===== src/rtl/nibble_serial_adder.sv =====
// Multi-cycle WIDTH-bit adder: one 4-bit ripple slice reused over WIDTH/4 cycles, LSB nibble first.
// Optional macro NIBBLE_ADD_OVF_EN enables the registered signed-overflow flag; otherwise ovf is tied 0.
module nibble_serial_adder #(
    parameter int WIDTH = 16
) (
    input  logic             clk,
    input  logic             rst,
    input  logic             in_valid,
    output logic             in_ready,
    input  logic [WIDTH-1:0] a,
    input  logic [WIDTH-1:0] b,
    input  logic             cin,
    output logic             out_valid,
    input  logic             out_ready,
    output logic [WIDTH-1:0] sum,
    output logic             cout,
    output logic             ovf
);

    localparam int NIB   = WIDTH / 4;
    localparam int IDX_W = $clog2(NIB);
    localparam logic [IDX_W-1:0] LAST_IDX = IDX_W'(NIB - 1);

    typedef enum logic [1:0] {
        IDLE,
        RUN,
        DONE
    } state_t;

    state_t           state, state_nxt;
    logic [WIDTH-1:0] a_q, b_q, sum_q;
    logic [IDX_W-1:0] idx;
    logic             carry_q, cout_q;
    logic             accept, last;

    logic [3:0]       nib_a, nib_b, nib_s;
    logic [4:0]       c;

    assign in_ready  = (state == IDLE) & ~rst;
    assign out_valid = (state == DONE);
    assign accept    = in_valid & in_ready;
    assign last      = (idx == LAST_IDX);
    assign sum       = sum_q;
    assign cout      = cout_q;

    // Ripple slice over the nibble selected by idx; c[3] is the carry into the nibble's top bit.
    always_comb begin
        nib_a = a_q[{idx, 2'b00} +: 4];
        nib_b = b_q[{idx, 2'b00} +: 4];
        nib_s = '0;
        c     = '0;
        c[0]  = carry_q;
        for (int i = 0; i < 4; i++) begin
            nib_s[i] = nib_a[i] ^ nib_b[i] ^ c[i];
            c[i+1]   = (nib_a[i] & nib_b[i]) | (nib_b[i] & c[i]) | (c[i] & nib_a[i]);
        end
    end

    // NOTE: every always_comb output gets a default first, so no path leaves it unassigned and no latch is inferred.
    always_comb begin
        state_nxt = state;
        case (state)
            IDLE:    if (accept)    state_nxt = RUN;
            RUN:     if (last)      state_nxt = DONE;
            DONE:    if (out_ready) state_nxt = IDLE;
            default:                state_nxt = IDLE;
        endcase
    end

    // NOTE: sequential state uses non-blocking assignments so every register samples pre-edge values.
    always_ff @(posedge clk) begin
        if (rst) state <= IDLE;
        else     state <= state_nxt;
    end

    // NOTE: operand latches carry no reset; they are only read in RUN, which is entered by loading them.
    always_ff @(posedge clk) begin
        if (accept) begin
            a_q <= a;
            b_q <= b;
        end
    end

    always_ff @(posedge clk) begin
        if (rst) begin
            idx     <= '0;
            carry_q <= 1'b0;
            sum_q   <= '0;
            cout_q  <= 1'b0;
        end else begin
            case (state)
                IDLE: begin
                    if (accept) begin
                        idx     <= '0;
                        carry_q <= cin;
                    end
                end
                RUN: begin
                    sum_q[{idx, 2'b00} +: 4] <= nib_s;
                    carry_q                  <= c[4];
                    idx                      <= idx + 1'b1;
                    if (last) cout_q <= c[4];
                end
                default: ;
            endcase
        end
    end

`ifdef NIBBLE_ADD_OVF_EN
    logic ovf_q;

    // Signed overflow: carry into the MSB differs from carry out of it, taken on the top nibble.
    always_ff @(posedge clk) begin
        if (rst)                         ovf_q <= 1'b0;
        else if ((state == RUN) && last) ovf_q <= c[3] ^ c[4];
    end

    assign ovf = ovf_q;
`else
    assign ovf = 1'b0;
`endif

endmodule

===== config.mk =====
export PLATFORM = sky130hd
export DESIGN_NAME = nibble_serial_adder
export DESIGN_NICKNAME = d
export VERILOG_FILES = /design/src/rtl/nibble_serial_adder.sv
export SDC_FILE = /design/constraint.sdc
export NUM_CORES = 1
export LEC_CHECK = 0
export ABC_CLOCK_PERIOD_IN_PS = 3290
export CAP_MARGIN = 20
export CORE_ASPECT_RATIO = 1.5
export CORE_UTILIZATION = 40
export CTS_CLUSTER_DIAMETER = 120
export DETAILED_ROUTE_END_ITERATION = 16
export GPL_TIMING_DRIVEN = 0
export PLACE_DENSITY = 0.67
export SLEW_MARGIN = 20
export SYNTH_ARGS = -nofsm -noshare
export SYNTH_HDL_FRONTEND = slang
export SYNTH_SLANG_ARGS = --single-unit

===== constraint.sdc =====
create_clock -name clk -period 3.29 [get_ports clk]
set_input_delay 0.4935 -clock clk [delete_from_list [all_inputs] [get_ports clk]]
set_output_delay 0.4935 -clock clk [all_outputs]
set_load 0.02 [all_outputs]

Word-level counts from Yosys, hierarchy flattened --
Index checks and enable logic that the tools add are counted.
Storage, ports and cells: bits in registers 54, logic and storage cells 64, input port bits 37, output and inout bits 20
Operators by class: reductions and logical operators 5, multiplexer cells 9, eq/ne operators 6, shifts and indexed selects 4, bitwise gates (word level) 31, add/subtract/negate cells 2
Operator list (count):
- 16-bit by 5-bit variable part select with 4-bit output | 2
- 16-bit bitwise mux | 1
- 4-bit by 6-bit variable shift with 16-bit output, first input constant | 1
- 4-bit by 6-bit variable part select with 16-bit output | 1
- 1-bit bitwise AND | 14
- 2-bit two-way mux | 4
- 1-bit OR | 8
- 1-bit bitwise XOR | 8
- 4-bit negator with 6-bit output | 1
- 2-bit case mux with 3 select lines | 1
- 2-bit equality test, second input constant | 2
- 2-bit != test, second input constant | 2
- 2-bit case mux with 2 select lines | 1
- 2-bit AND reduction | 2
- 3-bit AND reduction | 1
- 2-bit by 1-bit adder with 2-bit output, second input constant | 1
- 2-bit by 1-bit equality test with 1-bit output, second input constant | 1
- 2-bit zero test | 1
- 2-bit by 1-bit != test with 1-bit output, second input constant | 1
- 1-bit case mux with 2 select lines | 1
- 2-bit nonzero test | 1
- 1-bit two-way mux | 1
- 1-bit inverter | 1

Longest topological paths before layout --
Gate-level depths: netlist of the first run.
depth in word-level cells 14, depth in mapped cells 11, mapped depth without buffers 9

Worst setup path before layout of the first run --
Ideal clock, no wire load.
path type reg2reg, start point reg idx[0], end point reg sum_q[14], in the netlist sum[14], buffers on the path 2, period minus slack after synthesis 3.013 ns, setup time 0.070 ns, arrival time 2.942 ns, data required time 3.220 ns, path slack 0.277 ns, cell stages (with the launch flop) 10, cells stage by stage dfxtp_1 -> buf_6 -> buf_2 -> mux4_2 -> fa_1 -> inv_1 -> fa_1 -> fa_1 -> or4_1 -> a21oi_1
On the way: longest elaborated chain between the ends 13, elaborated cells between the ends (all ways) 29
RTL lines:
- from (decl) | line 32 | logic [IDX_W-1:0] idx;
- from (signal assigned) | line 101 | idx <= idx + 1'b1;
- 16-bit by 5-bit variable part select with 4-bit output, on equally long branches | line 48, 49
- 1-bit bitwise AND | line 55 | c[i+1] = (nib_a[i] & nib_b[i]) | (nib_b[i] & c[i]) | (c[i] & nib_a[i]);
- 1-bit OR (2 in a row) | line 55
- 1-bit bitwise AND | line 55
- 1-bit OR (2 in a row) | line 55
- 1-bit bitwise AND | line 55
- 1-bit OR (2 in a row) | line 55
- 1-bit bitwise XOR | line 54 | nib_s[i] = nib_a[i] ^ nib_b[i] ^ c[i];
- 4-bit by 6-bit variable part select with 16-bit output | line 99 | sum_q[{idx, 2'b00} +: 4] <= nib_s;
- 16-bit bitwise mux (*) | line 99
- to (signal, indexed assignment) | line 99
- to (decl) | line 31 | logic [WIDTH-1:0] a_q, b_q, sum_q;
Mark *: on every way between the ends. The rest lies on a longest branch, timed or not. A chain may end at the register's enable or synchronous reset.

Worst setup path in the final report of the first run --
Same ends and word-level chain as after synthesis.

==> metrics, run 1 <==
vias after detailed routing 1,508; max-capacitance violation count 0; warnings from Yosys 0; Post-synth ARST share 0%; Final Setup Violations 0; fmax 0.3212 GHz; R2R Path End sum[14]$_SDFFE_PP0P_; antenna diode instance count 0; effective utilization at floorplan 41.70%; nature of the critical path startpoint flop; distinct cell type count after synthesis 32; number of pins exceeding their max-slew limit in the final report 0; Reg2Reg Launch Point idx[0]$_SDFFE_PP0P_; class of the tightest hold or removal check reg2reg; first-pass GRT wire length 6713 um; clock latency on the worst-skew pair 0.30 ns; Sequential Area 1403 um^2; number of clock buffers inserted by TritonCTS 5; number of nets with antenna violations after detailed routing 0; average detailed-routed wire length per instance 13.12 um; setup tns final 0 ns; count of standard-cell rows 33; layout cells sized above 1 10.26%; H-tree levels 2; fin crit period 3.113 ns; EDFF count, synth 32; net count of the mapped netlist 218; buffers added on ports 55; PnR Total Power 1.283 mW; number of violations reported at the end of detailed-routing iteration 0 60; CP required 3.52 ns; detailed-route vias per instance 4.961; total buffers and inverters traversed by the critical path 3; delay of the slowest cell on the worst path 0.53 ns; global routing usage on met3 3.382%; largest voltage drop on the vdd net 0.0003856 V; Post-Route Skew 0.005378 ns; total area of multi-input combinational cells 807.0 um^2; first-pass detailed-route iteration total 4; commonest cells after routing, fill and taps aside 55 x sky130_fd_sc_hd__clkdlybuf4s50_1, 32 x sky130_fd_sc_hd__edfxtp_1, 21 x sky130_fd_sc_hd__dfxtp_1, 19 x sky130_fd_sc_hd__nand2_1, 19 x sky130_fd_sc_hd__a21oi_1; startpoint of the worst setup timing path idx[0]$_SDFFE_PP0P_; maximum root-to-sink buffer count 2; CP max-delay cell sky130_fd_sc_hd__mux4_2; slew at the pin closest to its max-slew limit 0.7085 ns; setup slack of the most critical reg-to-reg path 0.18 ns; floorplan die width 63.78 um; final worst path period share 94.63%; met2 demand-to-capacity share in global routing 27.66%; cell area after synthesis 2290 um^2; final hold violations 0; vias in the first global route 1,507; maximum net fanout on the critical path 10; number of stages on the worst setup path 9; Vert. Die Dim 94.67 um; Core Box Area 5492 um^2; average cell area after synthesis 13.39 um^2; DRT Wirelength 3989 um; commonest non-fill, non-tap cell in the layout sky130_fd_sc_hd__clkdlybuf4s50_1; TritonCTS Sinks 54; depth of the worst register-to-register path 9; placer's final routability congestion estimate 0.8004; ys flop type sky130_fd_sc_hd__edfxtp_1; area growth from synthesis to layout 31.91%; depth of the worst hold-timing path 2; GRT Resource Usage Total 14.82%; clock transition at the registers of the reported paths 0.09 ns; CTS tree done; LEAKAGE 1.014 nW; kind of critical path reg2reg; area enclosed by the die boundary 6037 um^2; I/O Pins 57; Synth Instances 171; layer with the highest usage met2; setup repair after global routing missed its margin false; antenna violations before repair 0; Slew Limit Headroom 52.77%; Post-CTS Setup Repair Bufs 0; gate family responsible for the most delay along the worst path adder cells; Detail Placement HPWL 2992 um; cell repeated most along the worst path sky130_fd_sc_hd__fa_1; layout filler cell count 486; Hold-fix buffers, CTS 0; DRC errors left 0; Setup crit end sum[14]$_SDFFE_PP0P_; series of cell instances along the critical path buf_6, buf_4, mux4_2, fa_1, inv_1, fa_1, fa_1, or4_1, a21oi_1; cell at the root of the clock tree sky130_fd_sc_hd__clkbuf_8; global-route track usage on met1 15.11%; post-synthesis sequential area ratio 61.20%; result of the run completed; post-layout util 55.00%; Cell Pwr Density 424.8 nW/um^2; #FFs+latches synth 54; pin count of the biggest net entering global routing 33; Worst Path Arrival 3.35 ns; critical path endpoint category flop; Post-layout nets 280; global-route congestion overflow total 0
## cells in the mapped netlist (2+ instances only)
master / number / area [um^2]
sky130_fd_sc_hd__or3b_2: 2 / 17.52
sky130_fd_sc_hd__dfxtp_1: 22 / 440.4
sky130_fd_sc_hd__mux4_1: 2 / 52.55
sky130_fd_sc_hd__or4_1: 2 / 15.01
sky130_fd_sc_hd__nor2b_1: 2 / 12.51
sky130_fd_sc_hd__inv_1: 9 / 33.78
sky130_fd_sc_hd__nor3b_1: 4 / 30.03
sky130_fd_sc_hd__a21oi_1: 19 / 95.09
sky130_fd_sc_hd__a2111oi_0: 2 / 17.52
sky130_fd_sc_hd__or3b_1: 2 / 17.52
sky130_fd_sc_hd__fa_1: 4 / 80.08
sky130_fd_sc_hd__buf_2: 3 / 15.01
sky130_fd_sc_hd__nand3b_1: 5 / 37.54
sky130_fd_sc_hd__nand2_1: 19 / 71.32
sky130_fd_sc_hd__nand2b_1: 2 / 12.51
sky130_fd_sc_hd__clkbuf_1: 4 / 15.01
sky130_fd_sc_hd__nand4_1: 8 / 50.05
sky130_fd_sc_hd__edfxtp_1: 32 / 960.9
sky130_fd_sc_hd__mux4_2: 6 / 135.1
sky130_fd_sc_hd__ha_1: 6 / 75.07
sky130_fd_sc_hd__nor2_1: 2 / 7.510
sky130_fd_sc_hd__or3_1: 4 / 25.02
## routing by layer
metal / wire length [um] / part of all wire [%] / vias to the layer above
li1: - / - / 748
met5: 0 / 0 / -
met4: 126 / 3.2 / 0
met2: 2209 / 55 / 48
met3: 138 / 3.5 / 10
met1: 1514 / 38 / 702
## state kept, by name (all words and copies together), names as in the netlist
register  flops
a_q          16
b_q          16
sum          16
idx           2
state         2
carry_q       1
cout          1
## per-stage QoR
stage / area [um^2] / cells / hold WS [ns] / setup slack [ns]
finish: 3020 / 304 / 0.4527 / 0.1767
global route: 3020 / 304 / 0.4701 / 0.01297
CTS: 3015 / 304 / 0.4585 / 0.006922
detailed placement: 2929 / 296 / 0.4463 / 0.03421
global placement: 2928 / 296 / 0.4413 / 0.02004
floorplan: 2290 / 171 / 0.4660 / 0.2771
## repair_timing
action,4_1_cts,5_1_grt
hold endpoints to repair,0,0
gates resized for setup,0,5
setup endpoints to repair,0,8
## final cells by class
type                            count  area share (%)
Timing Repair Buffer               55           18.23
Inverter                            9           1.118
Multi-Input combinational cell     99           26.72
Clock buffer                        6           2.403
Sequential cell                    54           46.44
Clock inverter                      2          0.4557
Buffer                              9           1.740
Tap cell                           70           2.900
## power by group
group / switching [mW] / total [mW] / leakage (nW) / internal, mW
Sequential: 0.00856 / 0.750 / 0.475 / 0.741
Clock: 0.204 / 0.354 / 0.0413 / 0.150
Combinational: 0.0844 / 0.179 / 0.498 / 0.0947
Total: 0.297 / 1.28 / 1.01 / 0.985
## cells by family (layout without fill, tap and decap cells)
kind of cell / Yosys count / count (layout) / synth area share (%)
flip-flops: 54 / 54 / 61.20
buffers and inverters: 18 / 81 / 3.606
other: 1 / 1 / 0.1638
AO/OA/AOI/OAI: 23 / 23 / 5.574
AND/OR/NAND/NOR: 57 / 57 / 14.48
adder cells (fa/ha/maj): 10 / 10 / 6.776
multiplexers: 8 / 8 / 8.197
## worst min-delay path by stage
stage | startpoint | to | slack, ns
CTS | sum[12]$_SDFFE_PP0P_ | sum[12]$_SDFFE_PP0P_ | 0.46
global route | sum[3]$_SDFFE_PP0P_ | sum[3]$_SDFFE_PP0P_ | 0.47
floorplan | carry_q$_SDFFE_PP0P_ | carry_q$_SDFFE_PP0P_ | 0.47
global placement | sum[15]$_SDFFE_PP0P_ | sum[15]$_SDFFE_PP0P_ | 0.44
detailed placement | sum[12]$_SDFFE_PP0P_ | sum[12]$_SDFFE_PP0P_ | 0.45
finish | sum[12]$_SDFFE_PP0P_ | sum[12]$_SDFFE_PP0P_ | 0.45
## worst min-delay path, stage by stage, from the launching register on
cell                      delay (ns)
sky130_fd_sc_hd__dfxtp_1        0.32
sky130_fd_sc_hd__nand2_1        0.05
sky130_fd_sc_hd__a21oi_1        0.05
(Power assumes the default switching activity.)
==> inputs of run 2 (changes only) <==
--- a/config.mk
+++ b/config.mk
@@ -5,6 +5,7 @@
 export SDC_FILE = /design/constraint.sdc
 export NUM_CORES = 1
 export LEC_CHECK = 0
+export ABC_AREA = 1
 export ABC_CLOCK_PERIOD_IN_PS = 3290
 export CAP_MARGIN = 20
 export CORE_ASPECT_RATIO = 1.5
@@ -17,3 +18,4 @@
 export SYNTH_ARGS = -nofsm -noshare
 export SYNTH_HDL_FRONTEND = slang
 export SYNTH_SLANG_ARGS = --single-unit
+export TNS_END_PERCENT = 50
==> run 2 against run 1 <==
- routed wire length is 12% higher
- die area is 4.3% higher
- largest cell class unchanged
- synthesized cell count is 40% higher
- clock power is 4% higher
- sequential power is 0.7% higher
- clock skew is 0.0031 ns higher
- critical path depth is 5 higher
- highest routed layer unchanged
- critical path type unchanged
- setup slack better by 0.053 ns
- core utilization is 1.1 points lower
- register-to-register slack better by 0.05 ns
- first-iteration DRC count is 10% higher
==> metrics, run 2 <==
antenna diode instance count 0 (unchanged); floorplan die width 65.13 um (+2.1%); most frequent cell after synthesis sky130_fd_sc_hd__nor2_1; setup repair after global routing missed its margin false; parity-gate share of the synthesized area counting xor and xnor cells 0% (unchanged); placer's final routability congestion estimate 0.7778 (-2.8%); warnings from Yosys 0 (unchanged); clock transition at the registers of the reported paths 0.09 ns (about the same); Worst Path Arrival 3.25 ns (-0.10 ns); DRT Wirelength 4467 um (+12%); Post-layout nets 348 (+24%); post-route setup slack 0.2300 ns (+0.05329 ns); Vert. Die Dim 96.69 um (+2.1%); clock network fraction of total power 27.4% (-0.2 points); antenna violations before repair 0 (unchanged); fmax 0.3268 GHz (+1.7%); buffers added on ports 54 (-1.8%); commonest cells after routing, fill and taps aside 54 x sky130_fd_sc_hd__clkdlybuf4s50_1, 44 x sky130_fd_sc_hd__nor2_1, 32 x sky130_fd_sc_hd__edfxtp_1, 31 x sky130_fd_sc_hd__nand2_1, 22 x sky130_fd_sc_hd__o21ai_0; Final Setup Violations 0 (unchanged); commonest cells in the synthesized netlist 44 x sky130_fd_sc_hd__nor2_1, 32 x sky130_fd_sc_hd__edfxtp_1, 31 x sky130_fd_sc_hd__nand2_1; distinct cell type count after synthesis 27 (-16%); Synth Instances 240 (+40%); critical path endpoint category flop; #FFs+latches synth 54 (unchanged); vias in the first global route 1,700 (+13%); Hold-fix buffers, CTS 0 (unchanged); proportion of total power due to net switching 24.06% (+0.88 points); global-route congestion overflow total 0 (unchanged); count of standard-cell rows 34 (+3.0%); vias after detailed routing 1,787 (+19%); fin crit period 3.060 ns (-0.05329 ns); total buffers and inverters traversed by the critical path 4 (+1); kind of critical path reg2reg; cell area after synthesis 2391 um^2 (+4.4%); share of Yosys cell area claimed by the top area cell type 40.19% (-1.8 points); number of violations reported at the end of detailed-routing iteration 0 66 (+10%); internal power summed over all cells 1.017 mW (+3.2%); pin count of the biggest net entering global routing 33 (unchanged); class of the tightest hold or removal check in2reg; first-pass GRT wire length 7445 um (+11%); net count of the mapped netlist 287 (+32%); post-placement setup slack 0.09538 ns (+0.06117 ns); Post-CTS Setup Repair Bufs 0 (unchanged); area growth from synthesis to layout 30.35%; delay of the slowest cell on the worst path 0.46 ns (-0.07 ns); cell repeated most along the worst path sky130_fd_sc_hd__fa_1; CP required 3.48 ns (-0.04 ns); Post-Route Skew 0.008441 ns (+0.003063 ns); sequential fraction of design power 56.4% (-2.0 points); final hold violations 0 (unchanged); series of cell instances along the critical path buf_2, clkinvlp_4, o21ai_0, o22ai_1, fa_1, inv_1, fa_1, fa_1, inv_1, fa_1, nand3_1, nor2_1, nor2_1, nor2_1; gate family responsible for the most delay along the worst path adder cells; TritonCTS Sinks 54 (unchanged); slew at the pin closest to its max-slew limit 0.6167 ns (-0.09179 ns); I/O Pins 57 (unchanged); Min Hold Slack 0.4502 ns (-0.002466 ns); dominant cells by area after synthesis sky130_fd_sc_hd__edfxtp_1 40%, sky130_fd_sc_hd__dfxtp_1 18%, sky130_fd_sc_hd__nor2_1 6.9%, sky130_fd_sc_hd__nand2_1 4.9%, sky130_fd_sc_hd__o21ai_0 4.6%; post-synthesis sequential area ratio 58.61% (-2.6 points); number of nets with antenna violations after detailed routing 0 (unchanged); commonest non-fill, non-tap cell in the layout sky130_fd_sc_hd__clkdlybuf4s50_1; GRT Resource Usage Total 15.51% (+0.69 points); number of clock buffers inserted by TritonCTS 5 (unchanged); power dissipated by switching net loads 0.3223 mW (+8.4%); first-pass detailed-route iteration total 4 (unchanged); share of the synthesized area in compound gates (AO/OA/AOI/OAI) 9.838% (+4.3 points); final worst path period share 93.01% (-1.6 points); area enclosed by the die boundary 6297 um^2 (+4.3%); Slew Limit Headroom 58.83% (+6.1 points); multiplexer fraction of the synthesized cell area 0% (-8.2 points); ys flop type sky130_fd_sc_hd__edfxtp_1; average cell area after synthesis 9.963 um^2 (-26%); EDFF count, synth 32 (unchanged); clock latency on the worst-skew pair 0.30 ns (about the same); H-tree levels 2 (unchanged); CTS tree done; share of total power in combinational logic 16.2% (+2.2 points); number of pins exceeding their max-slew limit in the final report 0 (unchanged); DRC errors left 0 (unchanged); CP max-delay cell sky130_fd_sc_hd__fa_1; adder-cell area share of the yosys netlist 6.489% (-0.29 points); setup tns final 0 ns (unchanged); LEAKAGE 1.210 nW (+19%); cell type with the largest total area after synthesis sky130_fd_sc_hd__edfxtp_1; effective utilization at floorplan 41.33% (-0.37 points); maximum net fanout on the critical path 11 (+1); Detail Placement HPWL 3439 um (+15%); total of cells resized after clock tree synthesis 0 (unchanged); Core Box Area 5786 um^2 (+5.4%); result of the run completed; PnR Total Power 1.339 mW (+4.4%); detailed-route vias per instance 4.778 (-3.7%); cell at the root of the clock tree sky130_fd_sc_hd__clkbuf_8; Post-synth ARST share 0% (unchanged); layout cells sized above 1 8.940% (-1.3 points); maximum root-to-sink buffer count 2 (unchanged); nature of the critical path startpoint flop; average detailed-routed wire length per instance 11.94 um (-9.0%); Cell Pwr Density 429.8 nW/um^2 (+1.2%); combinational family with the most area after synthesis simple AND/OR/NAND/NOR gates; max-capacitance violation count 0 (unchanged); simple-gate share of the synthesized area 18.47% (+4.0 points); largest voltage drop on the vdd net 0.0002736 V (-29%)
==> run 2: cell families after synthesis <==
kind of cell | count (synthesis)
simple gates | 97
flops | 54
compound gates | 43
buf+inv | 35
fa+ha+maj | 10
other cells | 1
==> run 2: final timing paths <==
check	start	endpoint	slack, ns	depth (start not counted)
max	idx[1]$_SDFFE_PP0P_	sum[7]$_SDFFE_PP0P_	0.23	14
min	rst	sum[15]$_SDFFE_PP0P_	0.45	2
max reg2reg	idx[1]$_SDFFE_PP0P_	sum[7]$_SDFFE_PP0P_	0.23	14
min reg2reg	cout$_SDFFE_PP0P_	cout$_SDFFE_PP0P_	0.47	2
==> run 2: through the flow <==
stage / util (%) / instance area (um^2) / instances
after floorplan: - / 2391 / 240
after global placement: 52.23 / 3022 / 366
after detailed placement: 52.23 / 3022 / 366
after CTS: 53.78 / 3112 / 374
after global routing: 53.87 / 3117 / 374
final: 53.87 / 3117 / 374
==> run 2: per-layer routing <==
| metal | vias to the layer above | track usage (%) | share of wire [%] |
|---|---|---|---|
| li1 | 909 | - | - |
| met1 | 829 | 16.30 | 37 |
| met2 | 42 | 28.21 | 57 |
| met3 | 7 | 3.302 | 3.5 |
| met4 | 0 | 7.525 | 2.8 |
| met5 | - | 0 | 0 |
==> run 2: final cells by class <==
cell class | instances | area (um^2)
buffer | 8 | 50.05
multi-input combinational | 151 | 835.8
fill | 569 | 2669
sequential | 54 | 1403
tap | 72 | 90.09
inverter | 27 | 107.6
timing repair buffer | 54 | 540.5
clock buffer | 8 | 90.09
==> run 2: power groups by stage <==
stage	clock, mW	sequential [mW]	combinational, mW
2_1_floorplan	0	0.774	0.124
3_3_place_gp	0	0.771	0.215
3_5_place_dp	0	0.772	0.218
4_1_cts	0.382	0.756	0.219
5_1_grt	0.408	0.759	0.241
6_report	0.368	0.755	0.217
==> inputs of run 3 (changes only) <==
--- a/config.mk
+++ b/config.mk
@@ -6,14 +6,14 @@
 export NUM_CORES = 1
 export LEC_CHECK = 0
 export ABC_AREA = 1
-export ABC_CLOCK_PERIOD_IN_PS = 3290
+export ABC_CLOCK_PERIOD_IN_PS = 2870
 export CAP_MARGIN = 20
 export CORE_ASPECT_RATIO = 1.5
-export CORE_UTILIZATION = 40
+export CORE_UTILIZATION = 49
 export CTS_CLUSTER_DIAMETER = 120
 export DETAILED_ROUTE_END_ITERATION = 16
 export GPL_TIMING_DRIVEN = 0
-export PLACE_DENSITY = 0.67
+export PLACE_DENSITY = 0.79
 export SLEW_MARGIN = 20
 export SYNTH_ARGS = -nofsm -noshare
 export SYNTH_HDL_FRONTEND = slang
==> constraint.sdc (replaced) <==
create_clock -name clk -period 2.87 [get_ports clk]
set_input_delay 0.4305 -clock clk [delete_from_list [all_inputs] [get_ports clk]]
set_output_delay 0.4305 -clock clk [all_outputs]
set_load 0.02 [all_outputs]
==> run 3 against run 2 <==
- register-to-register slack lost 0.14 ns
- via count grew 3.6%
- flip-flop and latch count is the same
- first-iteration DRC count shrank 18%
- fmax grew 10%
- non-clock buffer count grew 12
- power grew 24%
- global-route usage grew 2.8 points
- routed wire length grew 1.0%
- clock skew grew 0.0018 ns
- sequential share of layout area shrank 2.5 points
==> metrics, run 3 (same netlist as run 2, synthesis figures left out) <==
maximum net fanout on the critical path 6 (-5); fmax 0.3599 GHz (+10%); detailed-route vias per instance 4.899 (+2.5%); final hold violations 0 (unchanged); Slew Limit Headroom 58.83% (about the same); vias after detailed routing 1,852 (+3.6%); H-tree levels 2 (unchanged); global-route congestion overflow total 0 (unchanged); post-placement setup slack -0.2845 ns (-0.3799 ns); clock latency on the worst-skew pair 0.31 ns (about the same); number of pins exceeding their max-slew limit in the final report 0 (unchanged); number of nets with antenna violations after detailed routing 0 (unchanged); class of the tightest hold or removal check in2reg; number of clock buffers inserted by TritonCTS 5 (unchanged); CP required 3.07 ns (-0.41 ns); number of violations reported at the end of detailed-routing iteration 0 54 (-18%); TritonCTS Sinks 54 (unchanged); cell count after placement 358 (-2.2%); DRC errors left 0 (unchanged); antenna diode instance count 0 (unchanged); buffers added on ports 54 (unchanged); first-pass detailed-route iteration total 4 (unchanged); vias in the first global route 1,690 (-0.59%); commonest cells after routing, fill and taps aside 54 x sky130_fd_sc_hd__clkdlybuf4s50_1, 43 x sky130_fd_sc_hd__nor2_1, 32 x sky130_fd_sc_hd__edfxtp_1, 31 x sky130_fd_sc_hd__nand2_1, 20 x sky130_fd_sc_hd__dfxtp_1; commonest non-fill, non-tap cell in the layout sky130_fd_sc_hd__clkdlybuf4s50_1; setup tns final 0 ns (unchanged); placer's final routability congestion estimate 0.8710 (+12%); max-capacitance violation count 0 (unchanged); Vert. Die Dim 87.56 um (-9.4%); slew at the pin closest to its max-slew limit 0.6166 ns (-0.00008929 ns); I/O Pins 57 (unchanged); Core Box Area 4617 um^2 (-20%); setup repair after global routing missed its margin true; placed instance area 3012 um^2 (-0.33%); CTS tree done; first-pass GRT wire length 6969 um (-6.4%); fin crit period 2.779 ns (-0.2813 ns); pin count of the biggest net entering global routing 33 (unchanged); Post-Route Skew 0.01028 ns (+0.001838 ns); kind of critical path reg2reg; Cell Pwr Density 500.3 nW/um^2 (+16%); final worst path period share 96.82% (+3.8 points); non-filler cells, final 378 (+1.1%); post-route setup slack 0.09131 ns (-0.1387 ns); average detailed-routed wire length per instance 11.94 um (about the same); Post-layout nets 360 (+3.4%); DRT Wirelength 4513 um (+1.0%); maximum root-to-sink buffer count 2 (unchanged); layout cells sized above 1 16.88% (+7.9 points); Final Setup Violations 0 (unchanged); antenna violations before repair 0 (unchanged); Detail Placement HPWL 3255 um (-5.4%); GRT Resource Usage Total 18.34% (+2.8 points); post-route design area 3317 um^2 (+6.4%); area enclosed by the die boundary 5169 um^2 (-18%); critical path endpoint category flop; Min Hold Slack 0.3710 ns (-0.07923 ns); nature of the critical path startpoint flop; area growth from synthesis to layout 38.72%; count of standard-cell rows 30 (-12%); result of the run completed; largest voltage drop on the vdd net 0.0004031 V (+47%); cell at the root of the clock tree sky130_fd_sc_hd__clkbuf_8; clock transition at the registers of the reported paths 0.10 ns (about the same); LEAKAGE 1.287 nW (+6.4%); Worst Path Arrival 2.98 ns (-0.27 ns); effective utilization at floorplan 51.79% (+10 points); floorplan die width 59.04 um (-9.4%)
run 3: power breakdown:
| group | internal, mW | total [mW] | switching (mW) | leakage [nW] |
|---|---|---|---|---|
| sequential | 0.853 | 0.867 | 0.0141 | 0.478 |
| combinational | 0.141 | 0.288 | 0.147 | 0.755 |
| clock | 0.261 | 0.504 | 0.244 | 0.0547 |
| total | 1.25 | 1.66 | 0.405 | 1.29 |
run 3: final cells by class:
type,instances,area [um^2]
multi-input cells,151,885.9
flip-flops and latches,54,1409
inverters,27,115.1
well taps,64,80.08
plain buffers,8,80.08
clock buffers,5,68.82
clock inverters,3,43.79
fillers,351,1300
repair buffers,66,634.4
run 3: worst max-delay path, stage by stage, from the launching register on:
cell,delay [ns]
sky130_fd_sc_hd__dfxtp_4,0.43
sky130_fd_sc_hd__buf_6,0.15
sky130_fd_sc_hd__o21ai_4,0.05
sky130_fd_sc_hd__o22ai_2,0.18
sky130_fd_sc_hd__fa_2,0.22
sky130_fd_sc_hd__inv_2,0.05
sky130_fd_sc_hd__fa_2,0.36
sky130_fd_sc_hd__fa_2,0.40
sky130_fd_sc_hd__inv_2,0.06
sky130_fd_sc_hd__fa_1,0.46
sky130_fd_sc_hd__nand3_2,0.13
sky130_fd_sc_hd__nor2_2,0.04
sky130_fd_sc_hd__nor2_1,0.10
sky130_fd_sc_hd__nor2_1,0.04
run 3: worst paths after layout:
kind	slack, ns	to	depth (start not counted)	start
worst max-delay path	0.09	sum[7]$_SDFFE_PP0P_	13	idx[0]$_SDFFE_PP0P_
worst min-delay path	0.37	sum[15]$_SDFFE_PP0P_	2	rst
worst max register to register	0.09	sum[7]$_SDFFE_PP0P_	13	idx[0]$_SDFFE_PP0P_
worst min register to register	0.46	sum[8]$_SDFFE_PP0P_	2	sum[8]$_SDFFE_PP0P_
run 3: repair_timing:
| action | 4_1_cts | 5_1_grt |
|---|---|---|
| setup buffers | 7 | 5 |
| hold buffers | 0 | 0 |
| pin swaps | 4 | 13 |
| endpoints found under the setup margin | 4 | 4 |
| gates resized for setup | 17 | 18 |
run 3: metrics by stage:
| stage | util (%) | power (mW) |
|---|---|---|
| floorplan | - | 1.029 |
| global placement | 65.23 | 1.126 |
| detailed placement | 65.23 | 1.132 |
| CTS | 69.86 | 1.651 |
| global route | 71.84 | 1.726 |
| finish | 71.84 | 1.659 |
run 3: metal layers:
| metal | wire length (um) | GRT usage [%] |
|---|---|---|
| met4 | 84 | 8.009 |
| met3 | 185 | 3.693 |
| met1 | 1637 | 18.86 |
| met2 | 2606 | 34.81 |
| met5 | 0 | 0 |
